--- config.mk ---
export PLATFORM = sky130hd
export DESIGN_NAME = tft_uart_cmd_ctrl
export DESIGN_NICKNAME = d
export VERILOG_FILES = /design/src/rtl/tft_cmd_pkg.sv /design/src/rtl/hex_ascii_decode.sv /design/src/rtl/tft_uart_cmd_ctrl.sv
export SDC_FILE = /design/constraint.sdc
export NUM_CORES = 1
export LEC_CHECK = 0
export CAP_MARGIN = 20
export CORE_ASPECT_RATIO = 0.9
export CORE_UTILIZATION = 50
export DETAILED_ROUTE_END_ITERATION = 12
export PLACE_DENSITY = 0.72
export SYNTH_ARGS = -nofsm -noshare
export SYNTH_HDL_FRONTEND = slang
export SYNTH_SLANG_ARGS = --single-unit
--- constraint.sdc ---
create_clock -name sys_clk -period 4.4 [get_ports sys_clk]
set_clock_uncertainty 0.15 [all_clocks]
set_input_delay 1.1 -clock sys_clk [delete_from_list [all_inputs] [get_ports sys_clk]]
set_output_delay 1.1 -clock sys_clk [all_outputs]
set_load 0.1 [all_outputs]
--- src/rtl/tft_cmd_pkg.sv ---
`default_nettype none
// ============================================================================
// Module   : tft_cmd_pkg
// Brief    : Opcodes, parser states and ASCII constants for the TFT UART
//            command sequencer.
// Revision : 1.0
// ============================================================================
package tft_cmd_pkg;

    localparam logic [1:0] OP_CLEAR    = 2'd0;
    localparam logic [1:0] OP_SETCOLOR = 2'd1;
    localparam logic [1:0] OP_LOAD     = 2'd2;

    localparam logic [3:0] S_IDLE   = 4'd0;
    localparam logic [3:0] S_PFX    = 4'd1;
    localparam logic [3:0] S_OP     = 4'd2;
    localparam logic [3:0] S_CSEP   = 4'd3;
    localparam logic [3:0] S_LSEP   = 4'd4;
    localparam logic [3:0] S_IDX    = 4'd5;
    localparam logic [3:0] S_COMMA  = 4'd6;
    localparam logic [3:0] S_HEXV   = 4'd7;
    localparam logic [3:0] S_LF     = 4'd8;
    localparam logic [3:0] S_ISSUE  = 4'd9;
    localparam logic [3:0] S_STREAM = 4'd10;
    localparam logic [3:0] S_FLUSH  = 4'd11;

    localparam logic [7:0] C_ASCII_T     = 8'h54;
    localparam logic [7:0] C_ASCII_F     = 8'h46;
    localparam logic [7:0] C_ASCII_USCR  = 8'h5F;
    localparam logic [7:0] C_ASCII_C     = 8'h43;
    localparam logic [7:0] C_ASCII_L     = 8'h4C;
    localparam logic [7:0] C_ASCII_COLON = 8'h3A;
    localparam logic [7:0] C_ASCII_COMMA = 8'h2C;
    localparam logic [7:0] C_ASCII_CR    = 8'h0D;
    localparam logic [7:0] C_ASCII_LF    = 8'h0A;

    localparam logic [2:0] C_DIGITS_SETCOLOR = 3'd4;
    localparam logic [2:0] C_DIGITS_LOAD     = 3'd5;

    // Character expected at position pos (1..3) of "TFT_"; 'T' at 0 opens the match.
    function automatic logic [7:0] prefix_char(input logic [1:0] pos);
        case (pos)
            2'd1:    prefix_char = C_ASCII_F;
            2'd2:    prefix_char = C_ASCII_T;
            2'd3:    prefix_char = C_ASCII_USCR;
            default: prefix_char = C_ASCII_T;
        endcase
    endfunction

endpackage
`default_nettype wire

--- src/rtl/hex_ascii_decode.sv ---
`default_nettype none
// ============================================================================
// Module   : hex_ascii_decode
// Brief    : Combinational ASCII character to hex nibble decoder.
// Revision : 1.0
// ============================================================================
module hex_ascii_decode (
    input  logic [7:0] chr_i,
    output logic       is_hex_o,
    output logic [3:0] nibble_o
);

    always_comb begin
        is_hex_o = 1'b0;
        nibble_o = 4'h0;
        if (chr_i >= 8'h30 && chr_i <= 8'h39) begin
            is_hex_o = 1'b1;
            nibble_o = chr_i[3:0];
        end else if ((chr_i >= 8'h41 && chr_i <= 8'h46) ||
                     (chr_i >= 8'h61 && chr_i <= 8'h66)) begin
            is_hex_o = 1'b1;
            nibble_o = chr_i[3:0] + 4'd9;
        end
    end

endmodule
`default_nettype wire

--- src/rtl/tft_uart_cmd_ctrl.sv ---
`default_nettype none
// ============================================================================
// Module   : tft_uart_cmd_ctrl
// Brief    : Parses "TFT_C", "TFT_C:i,hhhh" and "TFT_L:hhhhh" UART commands,
//            issues them on a valid/ready port and unpacks LOAD hex payloads.
// Revision : 1.0
// ============================================================================
module tft_uart_cmd_ctrl #(
    parameter int TIMEOUT_CYC = 250000,
    parameter int CNT_W       = 20
) (
    input  logic             sys_clk,
    input  logic             sys_rst,
    input  logic [7:0]       rx_data,
    input  logic             rx_valid,
    output logic             cmd_valid,
    input  logic             cmd_ready,
    output logic [1:0]       cmd_op,
    output logic [3:0]       cmd_idx,
    output logic [CNT_W-1:0] cmd_data,
    output logic [7:0]       px_data,
    output logic             px_valid,
    output logic             stream_done,
    output logic             err
);
    import tft_cmd_pkg::*;

    localparam int              TMO_W    = $clog2(TIMEOUT_CYC + 1);
    localparam logic [TMO_W-1:0] TMO_LAST = TMO_W'(TIMEOUT_CYC - 1);
    localparam logic [CNT_W:0]   REM_ONE  = (CNT_W+1)'(1);

    logic [3:0]       state_q, state_d;
    logic [1:0]       pfx_cnt_q, pfx_cnt_d;
    logic [1:0]       op_q, op_d;
    logic [3:0]       idx_q, idx_d;
    logic [CNT_W-1:0] acc_q, acc_d;
    logic [2:0]       dig_q, dig_d;
    logic [3:0]       hi_q, hi_d;
    logic             half_q, half_d;
    logic [CNT_W:0]   rem_q, rem_d;
    logic [TMO_W-1:0] tmo_q, tmo_d;
    logic [7:0]       px_data_q, px_data_d;
    logic             px_valid_q, px_valid_d;
    logic             done_q, done_d;
    logic             err_q, err_d;

    logic             w_is_hex;
    logic [3:0]       w_nibble;
    logic             w_syntax_err;
    logic [2:0]       w_digits;

    hex_ascii_decode u_hex (
        .chr_i    (rx_data),
        .is_hex_o (w_is_hex),
        .nibble_o (w_nibble)
    );

    assign w_digits = (op_q == OP_LOAD) ? C_DIGITS_LOAD : C_DIGITS_SETCOLOR;

    always_comb begin
        state_d      = state_q;
        pfx_cnt_d    = pfx_cnt_q;
        op_d         = op_q;
        idx_d        = idx_q;
        acc_d        = acc_q;
        dig_d        = dig_q;
        hi_d         = hi_q;
        half_d       = half_q;
        rem_d        = rem_q;
        tmo_d        = tmo_q;
        px_data_d    = px_data_q;
        px_valid_d   = 1'b0;
        done_d       = 1'b0;
        err_d        = 1'b0;
        w_syntax_err = 1'b0;

        case (state_q)
            S_IDLE: begin
                // Stray bytes before any prefix match are not treated as errors.
                if (rx_valid && rx_data == C_ASCII_T) begin
                    state_d   = S_PFX;
                    pfx_cnt_d = 2'd1;
                    op_d      = OP_CLEAR;
                    idx_d     = 4'h0;
                    acc_d     = '0;
                end
            end
            S_PFX: if (rx_valid) begin
                if (rx_data == prefix_char(pfx_cnt_q)) begin
                    if (pfx_cnt_q == 2'd3) state_d = S_OP;
                    else                   pfx_cnt_d = pfx_cnt_q + 2'd1;
                end else w_syntax_err = 1'b1;
            end
            S_OP: if (rx_valid) begin
                if (rx_data == C_ASCII_C) state_d = S_CSEP;
                else if (rx_data == C_ASCII_L) begin
                    state_d = S_LSEP;
                    op_d    = OP_LOAD;
                end else w_syntax_err = 1'b1;
            end
            S_CSEP: if (rx_valid) begin
                if (rx_data == C_ASCII_CR) state_d = S_LF;
                else if (rx_data == C_ASCII_COLON) begin
                    state_d = S_IDX;
                    op_d    = OP_SETCOLOR;
                end else w_syntax_err = 1'b1;
            end
            S_LSEP: if (rx_valid) begin
                if (rx_data == C_ASCII_COLON) begin
                    state_d = S_HEXV;
                    acc_d   = '0;
                    dig_d   = 3'd0;
                end else w_syntax_err = 1'b1;
            end
            S_IDX: if (rx_valid) begin
                if (w_is_hex) begin
                    idx_d   = w_nibble;
                    state_d = S_COMMA;
                end else w_syntax_err = 1'b1;
            end
            S_COMMA: if (rx_valid) begin
                if (rx_data == C_ASCII_COMMA) begin
                    state_d = S_HEXV;
                    acc_d   = '0;
                    dig_d   = 3'd0;
                end else w_syntax_err = 1'b1;
            end
            S_HEXV: if (rx_valid) begin
                if (w_is_hex && dig_q != w_digits) begin
                    acc_d = {acc_q[CNT_W-5:0], w_nibble};
                    dig_d = dig_q + 3'd1;
                end else if (rx_data == C_ASCII_CR && dig_q == w_digits)
                    state_d = S_LF;
                else w_syntax_err = 1'b1;
            end
            S_LF: if (rx_valid) begin
                if (rx_data == C_ASCII_LF) state_d = S_ISSUE;
                else                       w_syntax_err = 1'b1;
            end
            S_ISSUE: begin
                // Bytes arriving while the command is pending are overruns.
                err_d = rx_valid;
                if (cmd_ready) begin
                    state_d = (op_q == OP_LOAD) ? S_STREAM : S_IDLE;
                    rem_d   = {1'b0, acc_q} + REM_ONE;
                    half_d  = 1'b0;
                    tmo_d   = '0;
                end
            end
            S_STREAM: begin
                if (rx_valid) begin
                    tmo_d = '0;
                    if (rx_data == C_ASCII_CR || rx_data == C_ASCII_LF) begin
                        state_d = S_STREAM;
                    end else if (w_is_hex) begin
                        if (!half_q) begin
                            hi_d   = w_nibble;
                            half_d = 1'b1;
                        end else begin
                            half_d     = 1'b0;
                            px_data_d  = {hi_q, w_nibble};
                            px_valid_d = 1'b1;
                            rem_d      = rem_q - REM_ONE;
                            if (rem_q == REM_ONE) begin
                                done_d  = 1'b1;
                                state_d = S_IDLE;
                            end
                        end
                    end else begin
                        err_d   = 1'b1;
                        state_d = S_IDLE;
                    end
                end else if (tmo_q == TMO_LAST) begin
                    err_d   = 1'b1;
                    state_d = S_IDLE;
                end else begin
                    tmo_d = tmo_q + TMO_W'(1);
                end
            end
            S_FLUSH: if (rx_valid && rx_data == C_ASCII_LF) state_d = S_IDLE;
            default: state_d = S_IDLE;
        endcase

        // An offending LF already terminates the line, so no flush is needed.
        if (w_syntax_err) begin
            err_d   = 1'b1;
            state_d = (rx_data == C_ASCII_LF) ? S_IDLE : S_FLUSH;
        end
    end

    always_ff @(posedge sys_clk or posedge sys_rst) begin
        if (sys_rst) begin
            state_q    <= S_IDLE;
            pfx_cnt_q  <= 2'd0;
            op_q       <= OP_CLEAR;
            idx_q      <= 4'h0;
            acc_q      <= '0;
            dig_q      <= 3'd0;
            hi_q       <= 4'h0;
            half_q     <= 1'b0;
            rem_q      <= '0;
            tmo_q      <= '0;
            px_data_q  <= 8'h00;
            px_valid_q <= 1'b0;
            done_q     <= 1'b0;
            err_q      <= 1'b0;
        end else begin
            state_q    <= state_d;
            pfx_cnt_q  <= pfx_cnt_d;
            op_q       <= op_d;
            idx_q      <= idx_d;
            acc_q      <= acc_d;
            dig_q      <= dig_d;
            hi_q       <= hi_d;
            half_q     <= half_d;
            rem_q      <= rem_d;
            tmo_q      <= tmo_d;
            px_data_q  <= px_data_d;
            px_valid_q <= px_valid_d;
            done_q     <= done_d;
            err_q      <= err_d;
        end
    end

    assign cmd_valid   = (state_q == S_ISSUE);
    assign cmd_op      = op_q;
    assign cmd_idx     = idx_q;
    assign cmd_data    = acc_q;
    assign px_data     = px_data_q;
    assign px_valid    = px_valid_q;
    assign stream_done = done_q;
    assign err         = err_q;

endmodule
`default_nettype wire

=== Word level (Yosys, flattened, before mapping) ===
Cells that the tools add are included.

* Bits in registers: 90
* Input bits: 12
* Logic and storage cells: 253

* Add/subtract/negate cells: 6
* Order comparisons: 6
* Equality and inequality tests: 74
* Muxes and demuxes: 124
* Bitwise gates (word level): 2
* Reduce and logical (&&, ||, !) cells: 27

{| class="wikitable"
|+ Operators by type and width
! kind !! count
|-
| 4-bit two-way mux || 37
|-
| 20-bit two-way mux || 7
|-
| 21-bit two-way mux || 5
|-
| 20-bit case mux with 4 select lines || 1
|-
| 3-bit != test (second input constant) || 19
|-
| 18-bit two-way mux || 3
|-
| 4-bit case mux with 12 select lines || 1
|-
| 2-bit != test (second input constant) || 22
|-
| 21-bit case mux with 2 select lines || 1
|-
| 1-bit two-way mux || 41
|-
| 18-bit case mux with 2 select lines || 1
|-
| 8-bit by 7-bit == test with 1-bit output (second input constant) || 3
|-
| 24-bit AND reduction || 1
|-
| 2-bit two-way mux || 11
|-
| 20-bit by 1-bit adder with 21-bit output (second input constant) || 1
|-
| 21-bit by 1-bit == test with 1-bit output (second input constant) || 1
|-
| 21-bit by 1-bit subtractor with 21-bit output (second input constant) || 1
|-
| 5-bit AND reduction || 4
|-
| 18-bit by 1-bit adder with 18-bit output (second input constant) || 1
|-
| 18-bit == test (second input constant) || 1
|-
| 3-bit two-way mux || 6
|-
| 4-bit by 3-bit == test with 1-bit output (second input constant) || 4
|-
| 4-bit == test (second input constant) || 4
|-
| 8-bit by 4-bit == test with 1-bit output (second input constant) || 2
|-
| other kinds (39) || 61
|}

=== Depth between registers and ports, before layout ===
* Depth in word-level cells: 11
* Gate-level depth with buffers: 10
* Depth with buffers taken out: 9

=== Cells and area by module ===
A second synthesis with hierarchy kept.

* Cell total of the unflattened synthesis: 640
* Area total of the unflattened synthesis: 5604.1 um2

{| class="wikitable"
|+ Modules (own cells, without submodules)
! module !! times used !! cells an instance !! area an instance (um2) !! sequential area each (um2)
|-
| tft_uart_cmd_ctrl || 1 || 615 || 5400.2 || 2252.2
|-
| hex_ascii_decode || 1 || 25 || 203.9 || 0.0
|}

=== Worst setup path before layout ===
Ideal clock, no wire load.

* Path type: input to register
* Start point: in rx_data[0]
* End point: reg state_q[2]
* Data arrival time: 3.498 ns
* Data required time: 4.177 ns
* Slack: 0.679 ns
* Stages on the path: 10
* Buffers on the path: 1
* Path through: inv_1 ha_1 o21bai_4 a2111oi_4 nor3_1 or4_1 or4_1 buf_2 a211o_1 a21boi_2

* Longest elaborated chain between the ends: 11
* Elaborated cells between the ends (all ways): 78
* Classes of those cells: order compare (6); eq/ne (32); mux (30); reduce/logical (10)

{| class="wikitable"
|+ Ends and longest elaborated chain
! item !! RTL line !! source
|-
| from (decl) || tft_uart_cmd_ctrl.sv:14 || <nowiki>input logic [7:0] rx_data,</nowiki>
|-
| 8-bit by 7-bit >= comparator with 1-bit output (tied with other cells) || hex_ascii_decode.sv:19 || <nowiki>end else if ((chr_i >= 8'h41 && chr_i <= 8'h46) ||</nowiki>
|-
| 1-bit logical AND (on tied branches) || hex_ascii_decode.sv:19, hex_ascii_decode.sv:20 ||
|-
| 1-bit logical OR || hex_ascii_decode.sv:19 ||
|-
| 1-bit two-way mux || hex_ascii_decode.sv:19 ||
|-
| 1-bit two-way mux || hex_ascii_decode.sv:16 || <nowiki>if (chr_i >= 8'h30 && chr_i <= 8'h39) begin</nowiki>
|-
| 1-bit logical AND || tft_uart_cmd_ctrl.sv:129 || <nowiki>if (w_is_hex && dig_q != w_digits) begin</nowiki>
|-
| 1-bit two-way mux || tft_uart_cmd_ctrl.sv:129 ||
|-
| 1-bit two-way mux || tft_uart_cmd_ctrl.sv:128 || <nowiki>S_HEXV: if (rx_valid) begin</nowiki>
|-
| 1-bit case mux with 8 select lines || tft_uart_cmd_ctrl.sv:77 || <nowiki>case (state_q)</nowiki>
|-
| 6-bit != test (no source line) (tied with other cells) || n/a ||
|-
| 24-bit AND reduction (no source line) || n/a ||
|-
| to (signal assigned) || tft_uart_cmd_ctrl.sv:208 || <nowiki>state_q <= state_d;</nowiki>
|-
| to (decl) || tft_uart_cmd_ctrl.sv:32 || <nowiki>logic [3:0] state_q, state_d;</nowiki>
|}

Several ways; a longest one is shown, not always the timed one. The select of a mux whose other input is x is not followed.
A chain may end at the register's enable or synchronous reset.

=== Worst setup path in the final report ===
* Start point: in rx_data[1]
* End point: reg state_q[2]

Same word-level chain as after synthesis.

==> results.toml <==
[placement]
dp_hpwl_um = 9408
dpl_cell_area_um2 = 6117
gp_congestion = 0.9026
numPortBuffers = 49

[drt]
avgViaCountPerCell = 6.094
highest_layer = "met4"
first_pass_iters = 9
ant_nets = 0
drc = 1
wl_met3_um = 580
wl_um = 13470
num_vias = 4863
wl_met2_um = 6191
wl_met1_um = 6513
dr.first_iter.drc_count = 394
wl_per_cell_um = 16.88

[finish]
layout.nets = 689
stdcell_area_um2 = 6429
utilization = 0.6194
drive_gt1_frac = 0.08670
area_growth_pct = 18.77
diodes = 0

[logic_synthesis]
ys_seq_elements = 90
synth_top_area_share = 0.4161
syn_nets = 639
synth_cells = 614
synth_area_leaders = "dfrtp_1, o21ai_0, nand2_1"
synthTopCellsByCount = "dfrtp_1, nand2_1, nor2_1"
synth_top_cell_by_area = "dfrtp_1"
synth_ff_type = "dfrtp_1"
ys_seq_area_frac = 0.4161
ys_types = 69
syn_area_per_cell_um2 = 8.815
syn_area_um2 = 5413
yosysMostFrequentCell = "dfrtp_1"
yosysWarnings = 0
synth_edf_count = 0
synth-async-reset-ratio = 1.000

[floorplanning]
start_util = 0.5215
num_rows = 35
chipWidth_um = 111.7
core-area_um2 = 10380
die_h_um = 100.7
fp.dieArea_um2 = 11250
io_pins = 50

[clocking]
cts_root_buf = "clkbuf_16"
ctsResizeCount = 0
insertion_delay_ns = 0.35
clkSlewWorstSetupHoldPaths_ns = 0.07
cts_setup_buffers = 0
hold_buffers = 0
cts_tree = "yes"
cts_buffers = 9
cts_htree_levels = 3
clock_sinks = 90
clock_path_buffers = 2

[grt]
grt_max_degree = 91
grt_pass1_vias = 4604
antenna_found_initial = 0
grt.overflow.total = 0
grt_pass1_wl_um = 22380
track_usage = 0.2494

[worst_setup_path]
startpoint = "rx_data[1]"
rr_startpoint = "state_q[1]"
reg2reg_depth = 6
cp-start-kind = "input pin"
worstPathRequired_ns = 4.53
rr_endpoint = "tmo_q[7]"
endpoint = "state_q[2]"
critPathKind = "in -> reg"
endpoint_kind = "register"
crit_arrival_ns = 4.16
cp_max_fo = 7
r2r_setup_slack_ns = 0.87

[timing]
rsz0062_at_grt = "false"
period_minus_slack_ns = 4.033
hold_viol = 0
tightestPinTransition_ns = 0.9878
slew_viol_final = 0
clock.fmax_mhz = 248.0
min_period_over_period = 0.9166
whs_ns = 0.3454
slew-limit-headroom = 0.3394
setup_viol = 0
finalSetupTns_ns = 0

[min_path]
hp-start = "px_data[0]"
hold_path.class = "reg -> reg"

[power_and_ir_drop]
power_density_nw_per_um2 = 504.7
worst_ir_drop_vdd_uv = 342.3
leakagePower_uw = 0.002675
power_uw = 3244

[job]
cap_violations = 0

[outcome]
status = "finished with violations"
violations = "DRC"
where the power goes:
part           internal [µW]  switching [µW]  leakage (µW)
logic                    463             809       0.00130
clock network            453             359      0.000150
registers                953             208       0.00122
cell families after synthesis:
kind of cell / Yosys count / share of synthesized area
buffers and inverters: 54 / 0.03953
AOI/OAI and AO/OA: 166 / 0.2071
xor gates and xnor gates: 34 / 0.05502
adders and majority gates: 13 / 0.03005
and+or+nand+nor: 250 / 0.2379
muxes: 7 / 0.01433
DFF: 90 / 0.4161
layer usage:
layer / vias to the layer above / track usage
li1: 2351 / -
met1: 2381 / 0.3492
met2: 115 / 0.3923
met3: 16 / 0.03969
met4: 0 / 0.09148
met5: - / 0
per-stage QoR:
step                instances  setup slack, ns
floorplan                 614           0.6788
global placement          782           0.1276
detailed placement        782          0.05499
CTS                       798           0.4230
global route              798           0.2269
finish                    798           0.3670
cells in the final DEF, fill, tap and decap left out, types with 10 or more instances in the layout:
| cell type | count |
|---|---|
| dfrtp_1 | 90 |
| nor2_1 | 58 |
| clkdlybuf4s50_1 | 48 |
| inv_1 | 23 |
| or3_1 | 11 |
| nand2_1 | 62 |
| ha_1 | 13 |
| xnor2_1 | 15 |
| a22o_1 | 18 |
| o21ai_0 | 47 |
| xor2_1 | 19 |
| nor3_1 | 19 |
| nand4_1 | 10 |
| nand3_1 | 31 |
| buf_4 | 20 |
| a21oi_1 | 31 |
state kept, by name (all words and copies together), names as in the netlist, 2 cells and up:
| name | flops |
|---|---|
| dig_q | 3 |
| cmd_op | 2 |
| cmd_data | 20 |
| px_data | 8 |
| state_q | 4 |
| hi_q | 4 |
| rem_q | 21 |
| cmd_idx | 4 |
| tmo_q | 18 |
| pfx_cnt_q | 2 |
layout make-up:
type                       count  area [µm²]
sequential                    90        2252
fill                         897        3950
clock buffer                   9       225.2
tap                          129       161.4
inverter                      24       91.34
multi-input combinational    470        2962
clock inverter                 7       86.33
timing repair buffer          69       650.6
critical path, cell delays in order:
cell,delay (ns)
clkdlybuf4s50_1,0.59
ha_1,0.22
nor4b_2,0.35
a2111o_1,0.21
a21oi_1,0.06
or4_1,0.59
or4_1,0.65
a211o_1,0.29
a21boi_2,0.11
how the worst min path moves through the flow:
stage / endpoint / cells past startpoint
2_1_floorplan: rem_q[11] / 1
3_3_place_gp: px_data[0] / 2
3_5_place_dp: px_data[0] / 2
4_1_cts: px_data[3] / 2
5_1_grt: px_data[0] / 2
6_report: px_data[0] / 2
No activity file was read; power rests on OpenSTA's default activity.
